**src/rtl/bus_arbiter_zii.sv**
```systemverilog
// -----------------------------------------------------------------------------
// bus_arbiter_zii
//
// Bus arbitration and bootstrap for the accelerator card, clocked from C7M.
// After reset it works out which host board it sits on and takes the bus from
// the motherboard 68000. It then arbitrates between three masters: the local
// 68SEC000 (the default owner), NUM_DMA on-card DMA engines and motherboard
// DMA. Motherboard DMA uses the Zorro II BR/BG/BGACK handshake.
//
// Parameters
//   NUM_DMA        number of on-card DMA masters (1..4)
//   ROUND_ROBIN    0 = lowest index wins, 1 = rotate starting after last winner
//   TIMEOUT_CYCLES C7M cycles to wait for BGACK after a motherboard grant
//
// Optional feature macro
//   ARB_TIMEOUT_EN defined   : a motherboard grant that is not acknowledged
//                              within TIMEOUT_CYCLES is withdrawn, and
//                              ARB_TIMEOUT pulses for one cycle
//   ARB_TIMEOUT_EN undefined : XGNT waits for BGACK indefinitely and
//                              ARB_TIMEOUT is always 0
//
// Ports
//   C7M, RESET            clock and synchronous active-high reset
//   JP2                   E-clock jumper (1 forces takeover at bootstrap)
//   BOSS_n_IN, BG_n_IN,
//   BR_n_IN, BGACK_n_IN   motherboard arbitration lines as sampled
//   AS_n                  resolved address strobe (low = bus cycle active)
//   CPU_BG_n              bus grant from the local 68SEC000
//   DMA_REQ / DMA_GNT     local DMA level requests / one-hot grants
//   CPU_BR_n              bus request to the local 68SEC000
//   *_OUT / *_OE          motherboard line drive value and output enable
//   E_OE                  drive E clock onto the motherboard
//   DMA_ENABLED           motherboard DMA arbitration is active
//   ARB_TIMEOUT           one-cycle pulse when a motherboard grant times out
//
// Every output comes straight from a flop. No input reaches an output
// combinationally.
// -----------------------------------------------------------------------------
module bus_arbiter_zii #(
   parameter int NUM_DMA        = 2,
   parameter int ROUND_ROBIN    = 0,
   parameter int TIMEOUT_CYCLES = 255
) (
   input  logic               C7M,
   input  logic               RESET,
   input  logic               JP2,
   input  logic               BOSS_n_IN,
   input  logic               BG_n_IN,
   input  logic               BR_n_IN,
   input  logic               BGACK_n_IN,
   input  logic               AS_n,
   input  logic               CPU_BG_n,
   input  logic [NUM_DMA-1:0] DMA_REQ,
   output logic [NUM_DMA-1:0] DMA_GNT,
   output logic               CPU_BR_n,
   output logic               BR_n_OUT,
   output logic               BR_n_OE,
   output logic               BG_n_OUT,
   output logic               BG_n_OE,
   output logic               BOSS_n_OUT,
   output logic               BOSS_n_OE,
   output logic               BGACK_n_OUT,
   output logic               BGACK_n_OE,
   output logic               E_OE,
   output logic               DMA_ENABLED,
   output logic               ARB_TIMEOUT
);

   localparam int IDX_W = (NUM_DMA > 1) ? $clog2(NUM_DMA) : 1;

   // Reject out-of-range parameters at elaboration time
   if (NUM_DMA < 1 || NUM_DMA > 4) begin : g_bad_num_dma
      $error("bus_arbiter_zii: NUM_DMA must be in 1..4");
   end
   if (TIMEOUT_CYCLES < 1 || TIMEOUT_CYCLES > 255) begin : g_bad_timeout
      $error("bus_arbiter_zii: TIMEOUT_CYCLES must be in 1..255");
   end

   typedef enum logic [2:0] {
      ST_BOOT,
      ST_HALT,
      ST_IDLE,
      ST_LREQ,
      ST_LOWN,
      ST_LREL,
      ST_XGNT,
      ST_XOWN
   } state_t;

   state_t             state_reg, state_next;
   logic               cpu_br_n_reg, cpu_br_n_next;
   logic [NUM_DMA-1:0] dma_gnt_reg, dma_gnt_next;
   logic               br_n_out_reg;
   logic               br_n_oe_reg, br_n_oe_next;
   logic               bg_n_out_reg, bg_n_out_next;
   logic               bg_n_oe_reg, bg_n_oe_next;
   logic               boss_n_out_reg, boss_n_out_next;
   logic               boss_n_oe_reg, boss_n_oe_next;
   logic               bgack_n_out_reg;
   logic               bgack_n_oe_reg;
   logic               e_oe_reg, e_oe_next;
   logic               dma_enabled_reg, dma_enabled_next;
   logic               arb_timeout_reg, arb_timeout_next;
   logic [IDX_W-1:0]   winner_reg, winner_next;
   logic [IDX_W-1:0]   rr_ptr_reg, rr_ptr_next;

`ifdef ARB_TIMEOUT_EN
   localparam logic [7:0] TIMEOUT_LAST = 8'(TIMEOUT_CYCLES - 1);
   logic [7:0] cnt_reg, cnt_next;
   // Set after a timeout. While it is set, the BR_n_IN low that timed out
   // cannot trigger a new grant. It clears once BR_n_IN is seen high.
   logic       br_block_reg, br_block_next;
`endif

   // ---------------------------------------------------------------------
   // Local DMA winner selection
   // In round-robin mode, first look only at channels at or above the
   // pointer. If none of those is requesting, fall back to the full request
   // vector. In both cases the lowest set index wins, so the search wraps.
   // ---------------------------------------------------------------------
   logic [NUM_DMA-1:0] above_ptr;
   logic [NUM_DMA-1:0] masked_req;
   logic [NUM_DMA-1:0] pick_vec;
   logic [IDX_W-1:0]   pick_idx;

   for (genvar gi = 0; gi < NUM_DMA; gi++) begin : g_mask
      assign above_ptr[gi] = (IDX_W'(gi) >= rr_ptr_reg);
   end

   assign masked_req = DMA_REQ & above_ptr;
   assign pick_vec   = ((ROUND_ROBIN != 0) && (|masked_req)) ? masked_req : DMA_REQ;

   always_comb begin
      pick_idx = '0;
      for (int k = NUM_DMA - 1; k >= 0; k--) begin
         if (pick_vec[k]) begin
            pick_idx = IDX_W'(k);
         end
      end
   end

   // A motherboard request is only taken when motherboard DMA is enabled
   logic mb_req;
`ifdef ARB_TIMEOUT_EN
   assign mb_req = dma_enabled_reg && !BR_n_IN && !br_block_reg;
`else
   assign mb_req = dma_enabled_reg && !BR_n_IN;
`endif

   // BG is currently being driven low onto the motherboard
   logic bg_granted;
   assign bg_granted = bg_n_oe_reg && !bg_n_out_reg;

   // ---------------------------------------------------------------------
   // Next-state and output logic
   // ---------------------------------------------------------------------
   always_comb begin
      state_next       = state_reg;
      cpu_br_n_next    = cpu_br_n_reg;
      dma_gnt_next     = dma_gnt_reg;
      br_n_oe_next     = br_n_oe_reg;
      bg_n_out_next    = bg_n_out_reg;
      bg_n_oe_next     = bg_n_oe_reg;
      boss_n_out_next  = boss_n_out_reg;
      boss_n_oe_next   = boss_n_oe_reg;
      e_oe_next        = e_oe_reg;
      dma_enabled_next = dma_enabled_reg;
      arb_timeout_next = 1'b0;
      winner_next      = winner_reg;
      rr_ptr_next      = rr_ptr_reg;
`ifdef ARB_TIMEOUT_EN
      cnt_next         = cnt_reg;
      br_block_next    = br_block_reg && !BR_n_IN;
`endif

      case (state_reg)
         ST_BOOT: begin
            if (BG_n_IN || JP2) begin
               cpu_br_n_next = 1'b1;
               e_oe_next     = !JP2;
               if (BOSS_n_IN) begin
                  // B2000: claim BOSS. Motherboard DMA goes through us.
                  boss_n_out_next  = 1'b0;
                  boss_n_oe_next   = 1'b1;
                  br_n_oe_next     = 1'b0;
                  dma_enabled_next = 1'b1;
               end else begin
                  // A500-style host. If the motherboard CPU still holds the
                  // bus (BG_n_IN low), keep requesting it forever.
                  br_n_oe_next     = !BG_n_IN;
                  dma_enabled_next = BG_n_IN;
               end
               state_next = ST_IDLE;
            end else begin
               state_next = ST_HALT;
            end
         end

         ST_HALT: begin
            // Only RESET leaves this state
            state_next = ST_HALT;
         end

         ST_IDLE: begin
            if (mb_req) begin
               cpu_br_n_next = 1'b0;
               state_next    = ST_XGNT;
            end else if (|DMA_REQ) begin
               winner_next   = pick_idx;
               cpu_br_n_next = 1'b0;
               state_next    = ST_LREQ;
            end
         end

         ST_LREQ: begin
            if (!CPU_BG_n && AS_n) begin
               dma_gnt_next             = '0;
               dma_gnt_next[winner_reg] = 1'b1;
               state_next               = ST_LOWN;
            end
         end

         ST_LOWN: begin
            if (!DMA_REQ[winner_reg]) begin
               dma_gnt_next = '0;
               state_next   = ST_LREL;
            end
         end

         ST_LREL: begin
            if (AS_n) begin
               cpu_br_n_next = 1'b1;
               rr_ptr_next   = (winner_reg == IDX_W'(NUM_DMA - 1)) ? '0 : winner_reg + 1'b1;
               state_next    = ST_IDLE;
            end
         end

         ST_XGNT: begin
            if (bg_granted && !BGACK_n_IN) begin
               bg_n_out_next = 1'b1;
               state_next    = ST_XOWN;
            end else if (BR_n_IN) begin
               // The requester gave up before acknowledging
               bg_n_out_next = 1'b1;
               bg_n_oe_next  = 1'b0;
               cpu_br_n_next = 1'b1;
               state_next    = ST_IDLE;
            end else if (!bg_granted) begin
               if (!CPU_BG_n && AS_n) begin
                  bg_n_oe_next  = 1'b1;
                  bg_n_out_next = 1'b0;
`ifdef ARB_TIMEOUT_EN
                  cnt_next      = 8'd0;
`endif
               end
            end
`ifdef ARB_TIMEOUT_EN
            else if (cnt_reg == TIMEOUT_LAST) begin
               bg_n_out_next    = 1'b1;
               bg_n_oe_next     = 1'b0;
               cpu_br_n_next    = 1'b1;
               arb_timeout_next = 1'b1;
               br_block_next    = 1'b1;
               state_next       = ST_IDLE;
            end else begin
               cnt_next = cnt_reg + 8'd1;
            end
`endif
         end

         ST_XOWN: begin
            if (BGACK_n_IN && BR_n_IN) begin
               bg_n_oe_next  = 1'b0;
               cpu_br_n_next = 1'b1;
               state_next    = ST_IDLE;
            end
         end

         default: begin
            state_next = ST_BOOT;
         end
      endcase
   end

   // ---------------------------------------------------------------------
   // State and output registers
   // ---------------------------------------------------------------------
   always_ff @(posedge C7M) begin
      if (RESET) begin
         state_reg       <= ST_BOOT;
         cpu_br_n_reg    <= 1'b0;
         dma_gnt_reg     <= '0;
         br_n_out_reg    <= 1'b0;
         br_n_oe_reg     <= 1'b1;
         bg_n_out_reg    <= 1'b1;
         bg_n_oe_reg     <= 1'b0;
         boss_n_out_reg  <= 1'b1;
         boss_n_oe_reg   <= 1'b0;
         bgack_n_out_reg <= 1'b1;
         bgack_n_oe_reg  <= 1'b0;
         e_oe_reg        <= 1'b0;
         dma_enabled_reg <= 1'b0;
         arb_timeout_reg <= 1'b0;
         winner_reg      <= '0;
         rr_ptr_reg      <= '0;
`ifdef ARB_TIMEOUT_EN
         cnt_reg         <= 8'd0;
         br_block_reg    <= 1'b0;
`endif
      end else begin
         state_reg       <= state_next;
         cpu_br_n_reg    <= cpu_br_n_next;
         dma_gnt_reg     <= dma_gnt_next;
         br_n_oe_reg     <= br_n_oe_next;
         bg_n_out_reg    <= bg_n_out_next;
         bg_n_oe_reg     <= bg_n_oe_next;
         boss_n_out_reg  <= boss_n_out_next;
         boss_n_oe_reg   <= boss_n_oe_next;
         e_oe_reg        <= e_oe_next;
         dma_enabled_reg <= dma_enabled_next;
         arb_timeout_reg <= arb_timeout_next;
         winner_reg      <= winner_next;
         rr_ptr_reg      <= rr_ptr_next;
`ifdef ARB_TIMEOUT_EN
         cnt_reg         <= cnt_next;
         br_block_reg    <= br_block_next;
`endif
      end
   end

   assign DMA_GNT     = dma_gnt_reg;
   assign CPU_BR_n    = cpu_br_n_reg;
   assign BR_n_OUT    = br_n_out_reg;
   assign BR_n_OE     = br_n_oe_reg;
   assign BG_n_OUT    = bg_n_out_reg;
   assign BG_n_OE     = bg_n_oe_reg;
   assign BOSS_n_OUT  = boss_n_out_reg;
   assign BOSS_n_OE   = boss_n_oe_reg;
   assign BGACK_n_OUT = bgack_n_out_reg;
   assign BGACK_n_OE  = bgack_n_oe_reg;
   assign E_OE        = e_oe_reg;
   assign DMA_ENABLED = dma_enabled_reg;
   assign ARB_TIMEOUT = arb_timeout_reg;

endmodule

```
**config.mk**
```make
export PLATFORM = sky130hd
export DESIGN_NAME = bus_arbiter_zii
export DESIGN_NICKNAME = d
export VERILOG_FILES = /design/src/rtl/bus_arbiter_zii.sv
export SDC_FILE = /design/constraint.sdc
export NUM_CORES = 1
export LEC_CHECK = 0
export BUFFER_PORTS_ARGS = -buffer_cell sky130_fd_sc_hd__clkbuf_2
export CAP_MARGIN = 5
export CORE_ASPECT_RATIO = 0.9
export CORE_UTILIZATION = 50
export DETAILED_ROUTE_END_ITERATION = 7
export GPL_TIMING_DRIVEN = 0
export PLACE_DENSITY = 0.79
export SYNTH_ARGS = -nofsm -noshare
export SYNTH_HDL_FRONTEND = slang
export SYNTH_SLANG_ARGS = --single-unit
```
**constraint.sdc**
```tcl
create_clock -name C7M -period 1.9 [get_ports C7M]
set_input_delay 0.19 -clock C7M [delete_from_list [all_inputs] [get_ports C7M]]
set_output_delay 0.19 -clock C7M [all_outputs]
set_load 0.01 [all_outputs]
```
==> out/results.txt, run 1 <==
The run finished with clean final reports. Summing over every cut layer, the via total after detailed routing is 841. The number of input and output port buffers inserted came out at 20. The tools report the kind of capture point of the worst setup path as a flip-flop.

The tree is rooted in a clkbuf_4. The max-cap check violation count was 0. For the number of DRC violations after detailed routing, the log shows 0. The tools report the relative slew slack as 61.4%. The routed length on met1 was 812 µm. The register bit total from synthesis is 14, and the minimum period implied by the final worst setup slack is 1780 ps. The actual slew at the worst max-slew pin is 578 ps. For the achievable frequency, the log shows 0.563 GHz.

The tools report the area of the die as 1890 µm². Power comes to 1.39 mW. From synthesis to final layout, the design area changed by 19.9%. For the final hold violation count, the log shows 0. The synthesized-area fraction occupied by ao, oa, aoi and oai cells is 28.6%, and the length of routed met2 wiring is 890 µm. The number of global-route vias before repair is 759. Of all flip-flops after synthesis, the portion carrying an async set or reset was 0%. TritonCTS built the clock tree. No sink is reached through more buffers than the 2 on the longest clock path. The row count came out at 13. The mapped netlist covers 861 µm². The first global-routing pass estimated 3.16 mm of wire.

The logs give 1.45 mm for the half-perimeter wire length after placement and 67.5% for the final core utilization. Slowest cell on the critical path: a2111oi_2. The number of max-slew violations in the final report is 0. Walking the worst path, the cells encountered are nor3b_4, o22ai_1, a2111oi_2, a311oi_1. The initial utilization of the core area, before any placement, comes to 56.3%. The number of diodes added for antenna fixing is 0. For the leakage power total, the log shows 0.451 nW. Setup violations remaining at the end of the flow were counted as 0.

For the pin count of the biggest net entering global routing, the log shows 11. For the H-tree depth reported by CTS, the log shows 1. After clock tree synthesis, the clock-pin slew on the worst setup and hold paths is 90 ps.

The maximum fanout along the worst path is 5, and the overall routed net length is 1.93 mm. In the final design database the tool counted 136 nets. The source-to-sink clock delay at the later pin of the worst-skew pair is 280 ps, and the total power density per cell area is 1350 nW/µm².

The run gives 0 ps as the final total negative setup slack. Across the routed clock network, the largest skew measured is 3.36 ps. The number of synthesized flops with an enable pin is 0, and the post-detailed-route via-to-cell ratio is 5.76. Worst hold slack after final layout: 108 ps. The total of warnings raised by yosys was 0; the area occupied by multi-input gates was 526 µm². Summing all flip-flop and latch instances after layout gives 280 µm². The pre-antenna-repair detailed-routing pass consisted of 4 iterations.

Summing the areas of all and, or, nand and nor instances in the mapped netlist gives 26.0% of the synthesized area. The global placer's final weighted congestion was 0.824. The element type at the critical path start is a flip-flop. The cell type with the highest aggregate area in the netlist is dfxtp_1.

The initial antenna violation count came out at 0. Once placement finished, the instance area stood at 996 µm². Setup repair after global routing left no endpoint under its margin. Sorting the synthesized cells by area gives the leading types as dfxtp_1 33%, mux2i_1 4.7%, nor2_1 4.4%. The number of top-level pins was 25.

The data arrival time of the critical path is 1920 ps, and the critical path required time is 2050 ps. The worst path uses 93.4% of the clock period. By area, the combinational part of the netlist is dominated by compound AO/OA/AOI/OAI gates. Hold repair after CTS inserted 0 buffers. The most used flip-flop cell after synthesis is dfxtp_1.

VDD sags by at most 0.853 mV. Synthesis handed over a netlist of 98 instances. The core region is 1530 µm².

The buffers inserted during post-CTS setup optimization came out at 0. In the synthesized netlist, the cells that appear most often are 14 x dfxtp_1, 10 x nor2_1, 5 x a21oi_1. For the distinct cell type count of the synthesized netlist, the log shows 40.

Clock tree synthesis found a total of 14 sinks. Buffers inserted during clock tree synthesis total 3. From left edge to right edge, the die measures 45.7 µm. The detailed router finished its first iteration with 37 violations. The mean cell area of the mapped netlist is 8.78 µm², and the met3 layer wire length in the routed design is 181 µm.

In the final routed layout, each cell accounts on average for 13.2 µm. Highest routed metal layer: met4. The synthesized netlist devotes 0% of its cell area to adder and majority cells. The critical path class is reg2reg. Classification of the worst-slack hold path: in2reg. The share of synthesized area in the top cell type comes to 32.6%. The run gives 1030 µm² as the final standard cell area without fillers. The synthesized netlist devotes 0% of its cell area to XOR and XNOR gates. The total global routing overflow was 0; the chip height was 41.4 µm. For this run, the slowest stage of the critical path takes 620 ps. The proportion of synthesized area in mux cells works out to 4.65%.

The total of fill cells in the finished design was 146. The most numerous cell in the Yosys netlist was dfxtp_1. In the global route stage, overall resource usage came out at 24.0%. The post-route netlist has 30.6% of its cells at a drive strength greater than 1. The post-cts repair resize count is 0. For the part of the Yosys area used for sequential elements, the log shows 32.6%. The count of nets left with antenna violations once routing finished came out at 0.
==> report_power, final <==
group	switching [mW]	leakage (nW)	internal, mW	total [mW]
sequential	0.0756	0.115	0.384	0.459
combinational	0.396	0.315	0.317	0.713
clock	0.103	0.0210	0.117	0.220
==> per-layer routing <==
layer | up-vias | GRT usage [%]
met3 | 12 | 6.47
met4 | 0 | 8.09
li1 | 408 | -
met5 | - | 0
met1 | 367 | 28.4
met2 | 54 | 42.9
==> critical path: cells and delay by family (launching register included) <==
| family | cells | cell delay (ps) |
|---|---|---|
| compound gates | 3 | 950 |
| flops | 1 | 370 |
| simple gates | 1 | 320 |
==> layout make-up <==
type,count,area share (%)
Timing Repair Buffer,20,9.70
Inverter,4,1.45
Sequential cell,14,27.2
Clock buffer,4,3.52
Buffer,8,4.61
Tap cell,22,2.67
Multi-Input combinational cell,74,50.9
==> layout by cell type, fill, tap and decap left out, types with 2 or more instances in the layout <==
cell	n
a2111oi_2	2
a211o_1	2
a211oi_1	4
a21o_1	2
a21oi_1	5
a2bb2oi_1	2
buf_2	2
buf_4	4
clkbuf_1	2
clkbuf_2	20
clkbuf_4	3
conb_1	4
dfxtp_1	14
inv_1	4
mux2i_1	4
nand2_1	2
nand2b_1	3
nor2_1	10
nor2b_1	4
nor3_1	3
o211ai_1	2
o21ai_0	4
or3b_2	2
==> worst paths after layout <==
| kind | startpoint | end | slack (ps) | cells past startpoint |
|---|---|---|---|---|
| max | BG_n_OUT | flip-flop | 120 | 4 |
| min | JP2 | E_OE | 110 | 2 |
| max reg2reg | BG_n_OUT | flip-flop | 120 | 4 |
| min reg2reg | BOSS_n_OUT | BOSS_n_OUT | 460 | 1 |
==> per-stage QoR <==
step	instances	worst slack, ps
global placement	142	208
detailed placement	142	175
CTS	146	109
global route	146	3.09
floorplan	100	339
finish	146	125
==> cell families after synthesis <==
logic type             after synthesis
multiplexers                         4
other                                2
flip-flops                          14
AO/OA/AOI/OAI                       32
AND/OR/NAND/NOR                     34
buffers and inverters               12
Note: power is estimated with default switching activity, not from simulation.
==> run 2: changes to the inputs <==
- CORE_MARGIN: default -> 2
- REMOVE_ABC_BUFFERS: default -> 1
==> run 2 against run 1 <==
- clock skew shrank 2.8 ps
- sequential power up 17%
- first-iteration DRC count decreased by 59%
- combinational power shrank 12%
- count of clock-buffer cells in the layout unchanged
- sequential cell count is the same
- largest power group unchanged
- final area decreased by 2.7%
- die area up 9.4%
- global-route usage down 3.2 points
- hold slack improved by 1.9 ps
==> out/results.txt, run 2 (synthesized netlist as in run 1, its figures left out) <==
The run finished with clean final reports. After clock tree synthesis, the flow added hold-fix buffers numbering 0. The starting density of the core came out at 52.3%. Summed over all layers, the routed wires come to 1.87 mm.

The global placer's final weighted congestion was 0.788; the area of the die was 2070 µm². The tools report the total number of vias as 808. The chip height works out to 43.4 µm. The H-tree depth reported by CTS was 1; the post-detailed-route via-to-cell ratio was 5.77. The number of input and output port buffers inserted was 20; the critical path required time was 2080 ps. The number of buffers and inverters on the critical path is 0. Initial antenna violation count: 0. In this run the worst path has a maximum fanout of 14.

The width of the die is 47.7 µm. Kind of capture point of the worst setup path: a flip-flop. In this run the standard cell core region covers 1650 µm².

The final hold violation count was 0. The top cell types in the final layout, fill and taps aside, are 20 x clkbuf_2, 12 x dfxtp_1, 10 x nor2_1. From synthesis to final layout, the design area changed by 16.7%.

Kind of cell with the highest combined delay on the critical path: compound AO/OA/AOI/OAI gates. For the global router's overall resource usage, the log shows 20.8%. The number of diodes added for antenna fixing was 0. TritonCTS created 3 clock buffers. The clock passes through at most 2 buffers.

The total clock sinks came out at 14. The tool flagged a number of max-cap violations equal to 0. The pin count of the biggest net entering global routing is 18. The logs give 25 for the number of top-level pins and 0 for the final-report setup violation count.

The first detailed-routing pass took 5 iterations. Headroom to the max-slew limit came out at 64.9%. Detailed placement finished with a half-perimeter wire length of 1.40 mm.

The first global-routing pass estimated 3.11 mm of wire. The worst stage delay on the critical path is 560 ps. The logs give 672 for the number of global-route vias before repair and 110 ps for the worst hold slack after final layout. Cells with a size suffix above 1 make up 29.3% of the layout. The count of nets left with antenna violations once routing finished came out at 0. Setup repair after global routing could not meet its margin everywhere. Power spread over the standard cell area amounts to 1370 nW/µm². The logs give 0.568 ps for the maximum clock skew at final layout and 0 for the number of max-slew violations in the final report. At the later pin of the worst-skew pair, clock insertion delay measures 280 ps. In this run the static leakage power is 0.422 nW. The filler cells instantiated in the layout total 160. The logs give 1.38 mW for the power consumption and 128 for the net count of the finished layout.

The tools report the achievable frequency as 0.551 GHz. The critical path class was reg2reg. The signal on the critical path passes through or3b_2, o22ai_1, a2111oi_4, a2111oi_2.

Clock-pin slew was measured on the worst setup and hold paths at 80 ps. In this run the core area contains 14 standard-cell rows. The total overflow left after global routing is 0.

After detailed routing, the average wire length per cell comes to 13.3 µm. The final total negative setup slack came out at 0 ps. TritonCTS built the clock tree.

The actual slew at the worst max-slew pin is 523 ps. Among all stages on the critical path, the largest delay is contributed by dfxtp_1. The detailed router finished its first iteration with 15 violations. Root buffer selected by CTS: clkbuf_4. The tools report the element type at the critical path start as a flip-flop. The path class of the tightest hold or removal check is in2reg. VDD sags by at most 0.728 mV.

The worst path uses 95.5% of the clock period. After detailed routing, the number of remaining DRC violations is 0. For the finished layout, the period the worst path requires is 1810 ps.

Leaving out fill and tap cells, the most frequent cell in the layout is clkbuf_2. Data on the critical path arrives at its endpoint at 2000 ps. The run gives 136 as the number of cells after detailed placement.

The finished layout holds 140 standard cells, fillers aside.
## run 2: changes by cell type in the layout (fill, tap and decap cells not counted)
cell       before  now
dfxtp_4         0    1
buf_2           2    0
dfxtp_1        14   12
a2111oi_2       2    1
dfxtp_2         0    1
a2111oi_4       0    1
buf_4           4    0
clkbuf_1        2    0
## run 2: timing repair
item                                   4_1_cts  5_1_grt
setup endpoints to repair                    1        3
gates resized for setup                      1        3
setup buffers                                0        0
endpoints found under the hold margin        0        0
## run 2: area by class of cell
cell class / count / area [µm²] / area share, %
clock buffer: 4 / 36.3 / 3.61
inverter: 4 / 15.0 / 1.49
multi-input combinational: 74 / 538 / 53.5
sequential: 14 / 285 / 28.4
tap: 24 / 30.0 / 2.99
timing repair buffer: 20 / 100 / 9.96
## run 2: worst register-to-register path: stages, from the launching register on
cell       delay (ps)
dfxtp_1           560
or3b_2            480
o22ai_1           230
a2111oi_4         140
a2111oi_2         310
## run 2: routing by layer
metal	global-route usage (%)	vias to the layer above	wire length, µm
met2	30.1	35	898
met1	30.2	374	805
met3	2.50	5	126
met5	0	-	0
li1	-	394	-
met4	9.73	0	34
## run 2: path summary, 6_finish.rpt
path / start / end / slack [ps] / depth (start not counted)
setup reg to reg: state_reg[2] / state_reg[2] / 90 / 4
hold reg to reg: BOSS_n_OUT / BOSS_n_OUT / 460 / 1
setup / recovery: state_reg[2] / state_reg[2] / 90 / 4
hold / removal: JP2 / E_OE / 110 / 2
## run 2: metrics by stage
stage / utilization, % / worst slack (ps) / area [µm²]
floorplan: - / 178 / 821
global placement: 57.8 / 15.4 / 951
detailed placement: 57.8 / -22.9 / 951
CTS: 60.0 / 23.0 / 988
global route: 61.0 / -39.7 / 1000
finish: 61.0 / 85.7 / 1000
## run 2: report_power, final
group | switching [mW] | leakage (nW) | total, mW | internal, mW
sequential | 0.142 | 0.116 | 0.535 | 0.392
combinational | 0.323 | 0.285 | 0.630 | 0.306
clock | 0.0973 | 0.0210 | 0.214 | 0.117
